==> src/rtl/adder_rr_scheduler.sv <==
// adder_rr_scheduler: round-robin arbiter feeding one shared adder and returning tagged results
module adder_rr_scheduler #(
    parameter int WIDTH = 4,
    parameter int NREQ  = 4,
    parameter int LAT   = 1,
    parameter int IDW   = $clog2(NREQ)
) (
    input  logic                  clk,
    input  logic                  rst,
    input  logic [NREQ-1:0]       i_req_valid,
    input  logic [NREQ*WIDTH-1:0] i_req_add1,
    input  logic [NREQ*WIDTH-1:0] i_req_add2,
    output logic [NREQ-1:0]       o_req_ready,
    output logic [WIDTH-1:0]      o_add1,
    output logic [WIDTH-1:0]      o_add2,
    input  logic [WIDTH:0]        i_add_result,
    output logic                  o_resp_valid,
    output logic [IDW-1:0]        o_resp_id,
    output logic [WIDTH:0]        o_resp_result,
    input  logic                  i_resp_ready,
    output logic                  o_busy
);
    localparam logic [1:0] IDLE = 2'd0;
    localparam logic [1:0] WAIT = 2'd1;
    localparam logic [1:0] RESP = 2'd2;
    localparam int CW = LAT > 0 ? $clog2(LAT + 1) : 1;

    logic [1:0]     state;
    logic [IDW-1:0] ptr;
    logic [CW-1:0]  cnt;
    logic [IDW-1:0] grant;
    logic [IDW-1:0] idx;
    logic           any;

    // search downwards so the candidate closest after ptr is the last one written
    always_comb begin
        grant = '0;
        idx   = '0;
        any   = 1'b0;
        for (int i = NREQ; i >= 1; i--) begin
            idx = IDW'((int'(ptr) + i) % NREQ);
            if (i_req_valid[idx]) begin
                grant = idx;
                any   = 1'b1;
            end
        end
    end

    assign o_req_ready = (state == IDLE && any) ? NREQ'(1) << grant : '0;
    assign o_busy      = state != IDLE;

    // accept, wait out the adder latency, then hold the response until consumed
    always_ff @(posedge clk or posedge rst) begin
        if (rst) begin
            state         <= IDLE;
            ptr           <= IDW'(NREQ - 1);
            cnt           <= '0;
            o_add1        <= '0;
            o_add2        <= '0;
            o_resp_valid  <= 1'b0;
            o_resp_id     <= '0;
            o_resp_result <= '0;
        end else begin
            case (state)
                IDLE: if (any) begin
                    o_add1    <= i_req_add1[grant*WIDTH +: WIDTH];
                    o_add2    <= i_req_add2[grant*WIDTH +: WIDTH];
                    o_resp_id <= grant;
                    ptr       <= grant;
                    cnt       <= CW'(LAT);
                    state     <= WAIT;
                end
                WAIT: if (cnt != '0) cnt <= cnt - 1'b1;
                else begin
                    o_resp_result <= i_add_result;
                    o_resp_valid  <= 1'b1;
                    state         <= RESP;
                end
                RESP: if (i_resp_ready) begin
                    o_resp_valid <= 1'b0;
                    state        <= IDLE;
                end
                default: state <= IDLE;
            endcase
        end
    end
endmodule

==> config.mk <==
export PLATFORM = sky130hd
export DESIGN_NAME = adder_rr_scheduler
export DESIGN_NICKNAME = d
export VERILOG_FILES = /design/src/rtl/adder_rr_scheduler.sv
export SDC_FILE = /design/constraint.sdc
export NUM_CORES = 1
export LEC_CHECK = 0
export ABC_AREA = 0
export CAP_MARGIN = 15
export CORE_ASPECT_RATIO = 1.1
export CORE_UTILIZATION = 42
export CTS_BUF_LIST = sky130_fd_sc_hd__clkbuf_2 sky130_fd_sc_hd__clkbuf_4 sky130_fd_sc_hd__clkbuf_8
export DETAILED_ROUTE_END_ITERATION = 8
export GPL_TIMING_DRIVEN = 0
export PLACE_DENSITY = 0.86
export RECOVER_POWER = 25
export SYNTH_ARGS = -nofsm -noshare
export SYNTH_HDL_FRONTEND = slang
export SYNTH_SLANG_ARGS = --single-unit
==> constraint.sdc <==
create_clock -name clk -period 3.43 [get_ports clk]
set_input_delay 0.686 -clock clk [delete_from_list [all_inputs] [get_ports clk]]
set_output_delay 0.686 -clock clk [all_outputs]
set_load 0.01 [all_outputs]
==> results of run 1 <==
## logic make-up (layout without fill, tap and decap cells)
kind of cell	count (synthesis)	count (layout)	synth area share, %
buf+inv	10	78	4.62
flops	21	21	45.4
mux	13	13	11.7
simple gates	43	43	20.3
compound gates	29	29	18.0
## how the worst max path moves through the flow
| stage | start | to | slack (ns) | cells past startpoint |
|---|---|---|---|---|
| finish | i_req_valid[0] | o_req_ready[1] | 0.04 | 8 |
| CTS | i_req_valid[0] | o_req_ready[1] | 0.01 | 8 |
| floorplan | i_req_valid[0] | o_req_ready[1] | 1.09 | 6 |
| global route | i_req_valid[0] | o_req_ready[1] | -0.06 | 7 |
| global placement | i_req_valid[1] | o_req_ready[2] | -0.12 | 5 |
| detailed placement | i_req_valid[3] | o_req_ready[0] | -0.14 | 5 |
## state kept, by name, summed over array words and instances (netlist names)
register / count
o_add1: 4
o_resp_result: 5
o_resp_valid: 1
state: 2
o_add2: 4
o_resp_id: 2
cnt: 1
ptr: 2
## worst max-delay path, stage by stage
cell             delay, ns
clkdlybuf4s50_1       0.46
nand2b_1              0.17
a21o_2                0.28
and3_1                0.18
buf_4                 0.15
buf_8                 0.15
nor2_1                0.10
clkdlybuf4s50_1       0.54
## final cells by class
cell class | count | area (µm²) | share of cell area (%)
Clock inverter | 1 | 5.00 | 0.266
Tap cell | 31 | 38.8 | 2.06
Timing Repair Buffer | 64 | 641 | 34.0
Inverter | 6 | 22.5 | 1.20
Multi-Input combinational cell | 85 | 594 | 31.6
Buffer | 4 | 31.3 | 1.66
Clock buffer | 3 | 22.5 | 1.20
Sequential cell | 21 | 528 | 28.0
## layer usage
metal  vias to the layer above  wire length, µm  global-route usage, %
li1                        567                -                      -
met2                        56             1640                   42.3
met1                       557             1300                   26.6
met3                         4              245                   4.53
met5                         -                0                      0
met4                         0               34                   6.77
## placed cells by master, fill, tap and decap left out, types with 2 or more instances in the layout
master and count:
mux2_2 5, dlygate4sd2_1 2, dfstp_2 2, dlygate4sd3_1 2
and4_1 8, a211oi_1 17, mux2i_1 8, o21ai_0 4
dfrtp_1 19, or2_1 2, nor2_1 20, clkbuf_4 3
nand2_1 3, nand2b_1 3, a21oi_1 3, inv_1 6
clkdlybuf4s50_1 59
## report_power, final
part	internal, W	total [W]	switching, W
Clock	0.0000436	0.000121	0.0000776
Sequential	0.000381	0.000461	0.0000802
Combinational	0.000439	0.000825	0.000387
Total	0.000863	0.00141	0.000544
## stage by stage
stage / util [%] / power [W] / setup TNS, ns / hold slack, ns / worst slack, ns
floorplan: - / 0.000905 / 0 / 0.451 / 1.09
global placement: 71.8 / 0.00125 / -0.229 / 0.481 / -0.116
detailed placement: 71.8 / 0.00129 / -0.304 / 0.493 / -0.141
CTS: 73.2 / 0.00142 / 0 / 0.510 / 0.0105
global route: 73.3 / 0.00150 / -0.106 / 0.537 / -0.0607
finish: 73.3 / 0.00141 / 0 / 0.510 / 0.0360
==> results.md, run 1 <==
* 2 — CTS max path bufs
* built — TritonCTS clock tree
* 0 — count of antenna-violating nets left after detailed routing
* clkbuf_4 — clock tree root driver cell
* 0 — total inserted antenna cells
* 52.2 µm — chip width
* 3 — total iterations of the first detailed-routing run
* dfrtp_1 — prevailing post-synth register cell
* 21 — clock net sink count
* yes — RSZ-0062 raised after global routing
* 748 mW/mm² — PD cells
* 7 — path depth of the worst reg2reg path
* 15.0 µm — routed wire length per instance
* 0 — hold violation count in the final report
* 160 — Synthesized Nets
* 0 — number of enable flip-flop cells after synthesis
* 0.00257 mm² — area of the core
* 19 — Std-Cell Rows
* 5.51 — Vias per Instance
* 0.12 ns — clock input transition at the sequential cells of the worst setup and hold paths
* 0 — endpoints failing setup
* 207 — fillcell total
* 116 — cell count after synthesis
* 0 — number of antenna violations at the first check in global routing
* 229 — nets
* 2500 µm — detailed placer's ending HPWL
* 5 — post-cts sizing count
* 3 — clock buffer count from CTS
* dfrtp_1 (41%), a211oi_1 (11%), mux2i_1 (6.9%) — leading cell types by total area after synthesis
* 0.00188 mm² — fin area
* 0.807 ns — slew at the pin closest to its max-slew limit
* 11.4% — proportion of layout cells with a drive suffix above 1
* 45.3% — initial cell density of the core
* primary input — startpoint kind of the worst setup timing path
* 64 — number of I/O port buffers
* 2.74 ns — required time of the critical path
* 1 — H-Tree Level Count
* 0.00358 ns — worst setup skew after layout
* 45.8% — Max transition margin
* 21 — FF+latch count, synth
* ptr[1] — launch point of the worst reg-to-reg path
* primary output — type of element capturing the critical path
* 0 — count of unresolved DRC violations after routing
* 1184 — vias
* 99.0% — Final period util
* 295 MHz — highest clock rate
* 0.781 nW — leakage dissipation
* 0 — synth warn
* 0.00184 mm² — post-detailed-placement cell area
* 0 — Max Cap Violations
* 211 — number of instances in the placed design
* state[0] — origin of the worst min-delay path
* 23.1% — GRT Overall Usage
* 19 — initial DRC count
* 45.4% — Seq/Total Area, Yosys
* cnt — capture endpoint of the worst hold path
* 40.9% — top-area cell type share of the netlist area
* 1.56 ns — register-to-register path setup slack
* 0 — Final Max Slew Viols
* 1 — number of cells on the worst hold path
* 0.491 mV — worst-case vdd ir drop
* in2out — startpoint-to-endpoint class of the critical path
* 0.31 ns — clock insertion delay at the later pin of the skew report
* 65 — number of top-level pins
* 10 — critical path peak fanout
* o_add1[0] — endpoint of the worst register-to-register path
* 61.8% — relative area change from synthesis to final layout
* dfrtp_1 — area leader, netlist
* 0.00116 mm² — post-synthesis cell area
* 0 — Post-CTS Setup Inserts
* 215 — post-route insts no fill
* 3220 µm — Total Wirelength
* 100% — share of flip-flops with an asynchronous set or reset
* 0.724 — last weighted congestion value of the routability-driven placer
* 0 — number of hold buffers added after cts
* 28 — number of library cell types mapped by synthesis
* 1183 — number of global-route vias before repair
* 0.00299 mm² — floorplan die area
* nor2_1 (20), dfrtp_1 (19), a211oi_1 (17), and4_1 (8), mux2i_1 (8) — list of most frequent post-synthesis cells
* 5090 µm — global-route wire length before repair
* 57.2 µm — Die Span Y
* 10.0 µm² — Mean Syn Cell Area
* 3.39 ns — final critical-path required period
* 2.71 ns — arrival time worst endpoint
* nor2_1 — most common cell in the netlist
* reg2reg — class of the tightest hold or removal check
* completed — run status
* 0 — total congestion overflow after global routing
* 22 — maximum number of pins on one net before global-route repair
Note: power is estimated with default switching activity, not from simulation.
==> run 2: changes to the inputs <==
Clock period 3.43 ns to 4 ns, I/O delays scaled along.
==> run 2 against run 1 <==
Die area unchanged. Flip-flop and latch count unchanged. Critical path type unchanged. Utilization decreased by 0.49 points. Cell area decreased by 0.66%. Highest routed layer unchanged. Combinational power decreased by 15%. Wire length decreased by 0.12%. Clock-buffer cell count unchanged. Sequential share of layout area increased by 0.19 points. First-iteration DRC count decreased by 42%. Non-clock buffer count unchanged. Setup slack improved by 0.14 ns.
==> results.md, run 2 (synthesized netlist as in run 1, its figures left out) <==
* 19 — Std-Cell Rows
* 0.00184 mm² — post-detailed-placement cell area
* 3.20 ns — required time of the critical path
* 0.000464 W — switching power
* 0 — Final Max Slew Viols
* 206 — fillcell total
* 5 — Largest register FFs
* 0.55 ns — max incr delay on CP
* 38.6% — switch share
* clkdlybuf4s50_1 (62), nor2_1 (20), dfrtp_1 (19) — highest-count cells in the layout ignoring fill and taps
* 9.24% — proportion of layout cells with a drive suffix above 1
* 0.30 ns — clock insertion delay at the later pin of the skew report
* 3220 µm — Total Wirelength
* 215 — post-route insts no fill
* clkdlybuf4s50_1 — Critical Path Most Common Cell
* 0.000764 ns — worst setup skew after layout
* 45.3% — initial cell density of the core
* 21 — clock net sink count
* built — TritonCTS clock tree
* 3.02 ns — arrival time worst endpoint
* 2 — WP buf/inv
* 0 — total inserted antenna cells
* 0.803 ns — slew at the pin closest to its max-slew limit
* 0.00257 mm² — area of the core
* 0 — Post-CTS Setup Inserts
* 22 — maximum number of pins on one net before global-route repair
* 528 µm² — sequential cell area
* 5.52 — Vias per Instance
* 0.12 ns — clock input transition at the sequential cells of the worst setup and hold paths
* 65 — number of top-level pins
* primary output — type of element capturing the critical path
* 1 — H-Tree Level Count
* 3 — clock buffer count from CTS
* o_resp_result x5, o_add1 x4, o_add2 x4 — largest registers
* 23.1% — GRT Overall Usage
* 211 — number of instances in the placed design
* 0.756 nW — leakage dissipation
* completed — run status
* 0 — number of antenna violations at the first check in global routing
* 0 — post-cts sizing count
* primary input — startpoint kind of the worst setup timing path
* 4 — total iterations of the first detailed-routing run
* 72.9% — utilization after layout
* 52.2 µm — chip width
* 10 — critical path peak fanout
* no — RSZ-0062 raised after global routing
* 0.000739 W — Internal Dissipation
* 0 ns — final total negative setup slack
* 1185 — number of global-route vias before repair
* 0.724 — last weighted congestion value of the routability-driven placer
* 643 mW/mm² — PD cells
* 57.2 µm — Die Span Y
* 46.0% — Max transition margin
* 0.00187 mm² — fin area
* 2 — CTS max path bufs
* 0 — total congestion overflow after global routing
* 32.8% — part of the power in registers
* reg2reg — class of the tightest hold or removal check
* 0 — number of hold buffers added after cts
* clkbuf_4 — clock tree root driver cell
* 2500 µm — detailed placer's ending HPWL
* 0 — Max Cap Violations
* 0 — endpoints failing setup
* 8.6% — portion of total power attributed to the clock network
* 0 — count of antenna-violating nets left after detailed routing
* 0.421 mV — worst-case vdd ir drop
* in2out — startpoint-to-endpoint class of the critical path
* 229 — nets
* 0 — count of unresolved DRC violations after routing
* 1187 — vias
* buffers and inverters — Crit path max-delay family
* 582 µm² — total area of multi-input combinational cells
* clkdlybuf4s50_1 > o21ai_1 > nand3_1 > nor2_1 > clkdlybuf4s50_1 — cells along the critical path
* 0 — hold violation count in the final report
* 0.00299 mm² — floorplan die area
* 58.6% — logic gate share of total power
* o_resp_result — register with the highest flop count
* 15.0 µm — routed wire length per instance
* clkdlybuf4s50_1 — most common cell after layout, fill and taps aside
* 95.6% — Final period util
* 5110 µm — global-route wire length before repair
* 3.82 ns — final critical-path required period
* 64 — number of I/O port buffers
* 60.8% — relative area change from synthesis to final layout
* 261 MHz — highest clock rate
* 11 — initial DRC count
* clkdlybuf4s50_1 — Critical-path top delay cell
run 2: final timing paths:
kind	endpoint	slack, ns	from	cells past startpoint
max	o_req_ready[0]	0.18	i_req_valid[3]	5
min	cnt	0.51	state[0]	1
max reg2reg	o_add1[1]	2.02	ptr[0]	5
min reg2reg	cnt	0.51	state[0]	1
max in group asynchronous	o_add1[2]	2.46	rst	2
min in group asynchronous	o_resp_result[4]	1.06	rst	2
run 2: power groups by stage:
| stage | clock (W) | combinational, W | sequential (W) |
|---|---|---|---|
| floorplan | 0 | 0.000352 | 0.000424 |
| detailed placement | 0 | 0.000708 | 0.000398 |
| global placement | 0 | 0.000682 | 0.000392 |
| CTS | 0.000105 | 0.000711 | 0.000396 |
| finish | 0.000104 | 0.000705 | 0.000395 |
| global route | 0.000117 | 0.000762 | 0.000408 |
run 2: through the flow:
step	setup slack, ns	hold slack [ns]	power (W)
final	0.175	0.510	0.00120
after global routing	0.0888	0.537	0.00129
after CTS	0.183	0.510	0.00121
after detailed placement	0.201	0.493	0.00111
after global placement	0.226	0.481	0.00107
after floorplan	1.43	0.451	0.000776
run 2: routing by layer:
metal | global-route usage (%) | wire length, µm | part of all wire (%)
met2 | 42.5 | 1650 | 51
met3 | 4.53 | 248 | 7.7
met5 | 0 | 0 | 0
met1 | 26.6 | 1280 | 40
met4 | 6.77 | 34 | 1.1
run 2: layout make-up:
class                           instances  area share, %
Buffer                                  4           1.67
Clock buffer                            3           1.20
Clock inverter                          1          0.268
Inverter                                6           1.20
Multi-Input combinational cell         85           31.1
Sequential cell                        21           28.2
Tap cell                               31           2.07
Timing Repair Buffer                   64           34.2
run 2: worst register-to-register path, cell delays in order, from the launching register on:
cell      delay (ns)
dfstp_2         0.58
nand2b_1        0.13
a21o_1          0.26
nand3_1         0.37
a211oi_1        0.42
a211oi_1        0.10
==> run 3: changes to the inputs <==
Settings changed: PLACE_DENSITY 0.86 to 0.95.
==> run 3 against run 2 <==
Clock-buffer cell count did not move. Die area is the same. Combinational power about the same. Sequential share of layout area shrank 0.057 points. Critical endpoint is now o_req_ready[3]. Largest cell class unchanged.
==> results.md, run 3 (synthesized netlist as in run 1, its figures left out) <==
* 0.802 ns — slew at the pin closest to its max-slew limit
* 93.6% — Final period util
* 0.00257 mm² — area of the core
* 0 — Max Cap Violations
* in2out — startpoint-to-endpoint class of the critical path
* 57.2 µm — Die Span Y
* 0.257 ns — worst setup slack after layout
* no — RSZ-0062 raised after global routing
* 0 — hold violation count in the final report
* 0.00642 ns — worst setup skew after layout
* primary output — type of element capturing the critical path
* 52.2 µm — chip width
* 4 — total iterations of the first detailed-routing run
* 4 — WP buf/inv
* 1218 — vias
* 45.3% — initial cell density of the core
* 0 — endpoints failing setup
* 5.67 — Vias per Instance
* 0.742 — last weighted congestion value of the routability-driven placer
* 32.6% — part of the power in registers
* 38.8% — switch share
* 1203 — number of global-route vias before repair
* 3210 µm — Total Wirelength
* 0.11 ns — clock input transition at the sequential cells of the worst setup and hold paths
* 0.000739 W — Internal Dissipation
* 0.757 nW — leakage dissipation
* 9.0% — portion of total power attributed to the clock network
* 0 — total congestion overflow after global routing
* 0.399 mV — worst-case vdd ir drop
* 19 — Std-Cell Rows
* primary input — startpoint kind of the worst setup timing path
* 0.000468 W — switching power
* 2.94 ns — arrival time worst endpoint
* 644 mW/mm² — PD cells
* 58.4% — logic gate share of total power
* 2 — CTS max path bufs
* 22.6% — GRT Overall Usage
* 0.198 ns — Setup Slack @ Placement
* completed — run status
* 0.518 ns — Final Hold Slack
* reg2reg — class of the tightest hold or removal check
* o_resp_result x5, o_add1 x4, o_add2 x4 — largest registers
* buffers and inverters — Crit path max-delay family
* 1 — H-Tree Level Count
* 10 — critical path peak fanout
* 0.33 ns — clock insertion delay at the later pin of the skew report
* 21 — clock net sink count
* built — TritonCTS clock tree
* 9.78% — proportion of layout cells with a drive suffix above 1
* 61.1% — relative area change from synthesis to final layout
* 0 — number of antenna violations at the first check in global routing
* 0.00299 mm² — floorplan die area
* clkbuf_4 — clock tree root driver cell
* 35 — initial DRC count
* 3.74 ns — final critical-path required period
* 267 MHz — highest clock rate
* 64 — number of I/O port buffers
* 0 ns — final total negative setup slack
* 0 — total inserted antenna cells
* 3 — clock buffer count from CTS
* 5 — Largest register FFs
* 2550 µm — detailed placer's ending HPWL
* 3.20 ns — required time of the critical path
* 14.9 µm — routed wire length per instance
* 0 — Final Max Slew Viols
* 0.60 ns — max incr delay on CP
* clkdlybuf4s50_1 > nand2b_1 > a21o_1 > and3_1 > buf_4 > buf_8 > nor2_1 > clkdlybuf4s50_1 — cells along the critical path
* 22 — maximum number of pins on one net before global-route repair
* 0 — count of antenna-violating nets left after detailed routing
* o_resp_result — register with the highest flop count
* 65 — number of top-level pins
* 46.1% — Max transition margin
* clkdlybuf4s50_1 (62), nor2_1 (20), dfrtp_1 (19) — highest-count cells in the layout ignoring fill and taps
* clkdlybuf4s50_1 — Critical Path Most Common Cell
* clkdlybuf4s50_1 — Critical-path top delay cell
* 4880 µm — global-route wire length before repair
* clkdlybuf4s50_1 — most common cell after layout, fill and taps aside
* 229 — nets
* 0 — count of unresolved DRC violations after routing
==> run 3: cell count changes in the layout (fill, tap and decap cells not counted) <==
| cell | change |
|---|---|
| o21ai_2 | +1 |
| o21ai_1 | -1 |
==> run 3: worst paths after layout <==
check	from	endpoint	slack [ns]	cells past startpoint
max	i_req_valid[1]	o_req_ready[3]	0.26	8
min	o_resp_result[4]	o_resp_result[4]	0.52	1
max reg2reg	ptr[0]	o_add1[1]	2.08	5
min reg2reg	o_resp_result[4]	o_resp_result[4]	0.52	1
max in group asynchronous	rst	o_resp_id[0]	2.49	2
min in group asynchronous	rst	o_add1[3]	1.03	2
==> run 3: timing repair <==
action,in CTS,in global routing
endpoints found under the hold margin,0,0
hold buffers,0,0
endpoints found under the setup margin,0,2
resized for setup,0,1
buffers inserted,0,0
==> run 3: through the flow <==
step	power [W]	area, µm²	util, %	cells
2_1_floorplan	0.000776	1160	-	116
3_3_place_gp	0.00106	1840	71.8	211
3_5_place_dp	0.00110	1840	71.8	211
4_1_cts	0.00121	1870	72.9	215
5_1_grt	0.00128	1870	73.0	215
6_report	0.00121	1870	73.0	215
==> run 3: area by class of cell <==
cell class / count / area (µm²)
clock buffer: 3 / 22.5
timing repair buffer: 64 / 641
buffer: 4 / 31.3
inverter: 6 / 22.5
clock inverter: 1 / 5.00
tap: 31 / 38.8
sequential: 21 / 528
fill: 193 / 693
multi-input combinational: 85 / 586
==> run 3: power by group through the flow <==
stage	Combinational (W)	Clock [W]	Sequential, W
2_1_floorplan	0.000352	0	0.000424
3_3_place_gp	0.000676	0	0.000389
3_5_place_dp	0.000704	0	0.000400
4_1_cts	0.000706	0.000108	0.000394
5_1_grt	0.000752	0.000118	0.000407
6_report	0.000705	0.000109	0.000393
==> run 3: routing by layer <==
| metal | vias to the layer above | global-route usage [%] | share of wire, % |
|---|---|---|---|
| li1 | 564 | - | - |
| met1 | 585 | 23.9 | 37 |
| met2 | 61 | 41.6 | 54 |
| met3 | 8 | 3.20 | 6.8 |
| met4 | 0 | 12.8 | 2.2 |
| met5 | - | 0 | 0 |
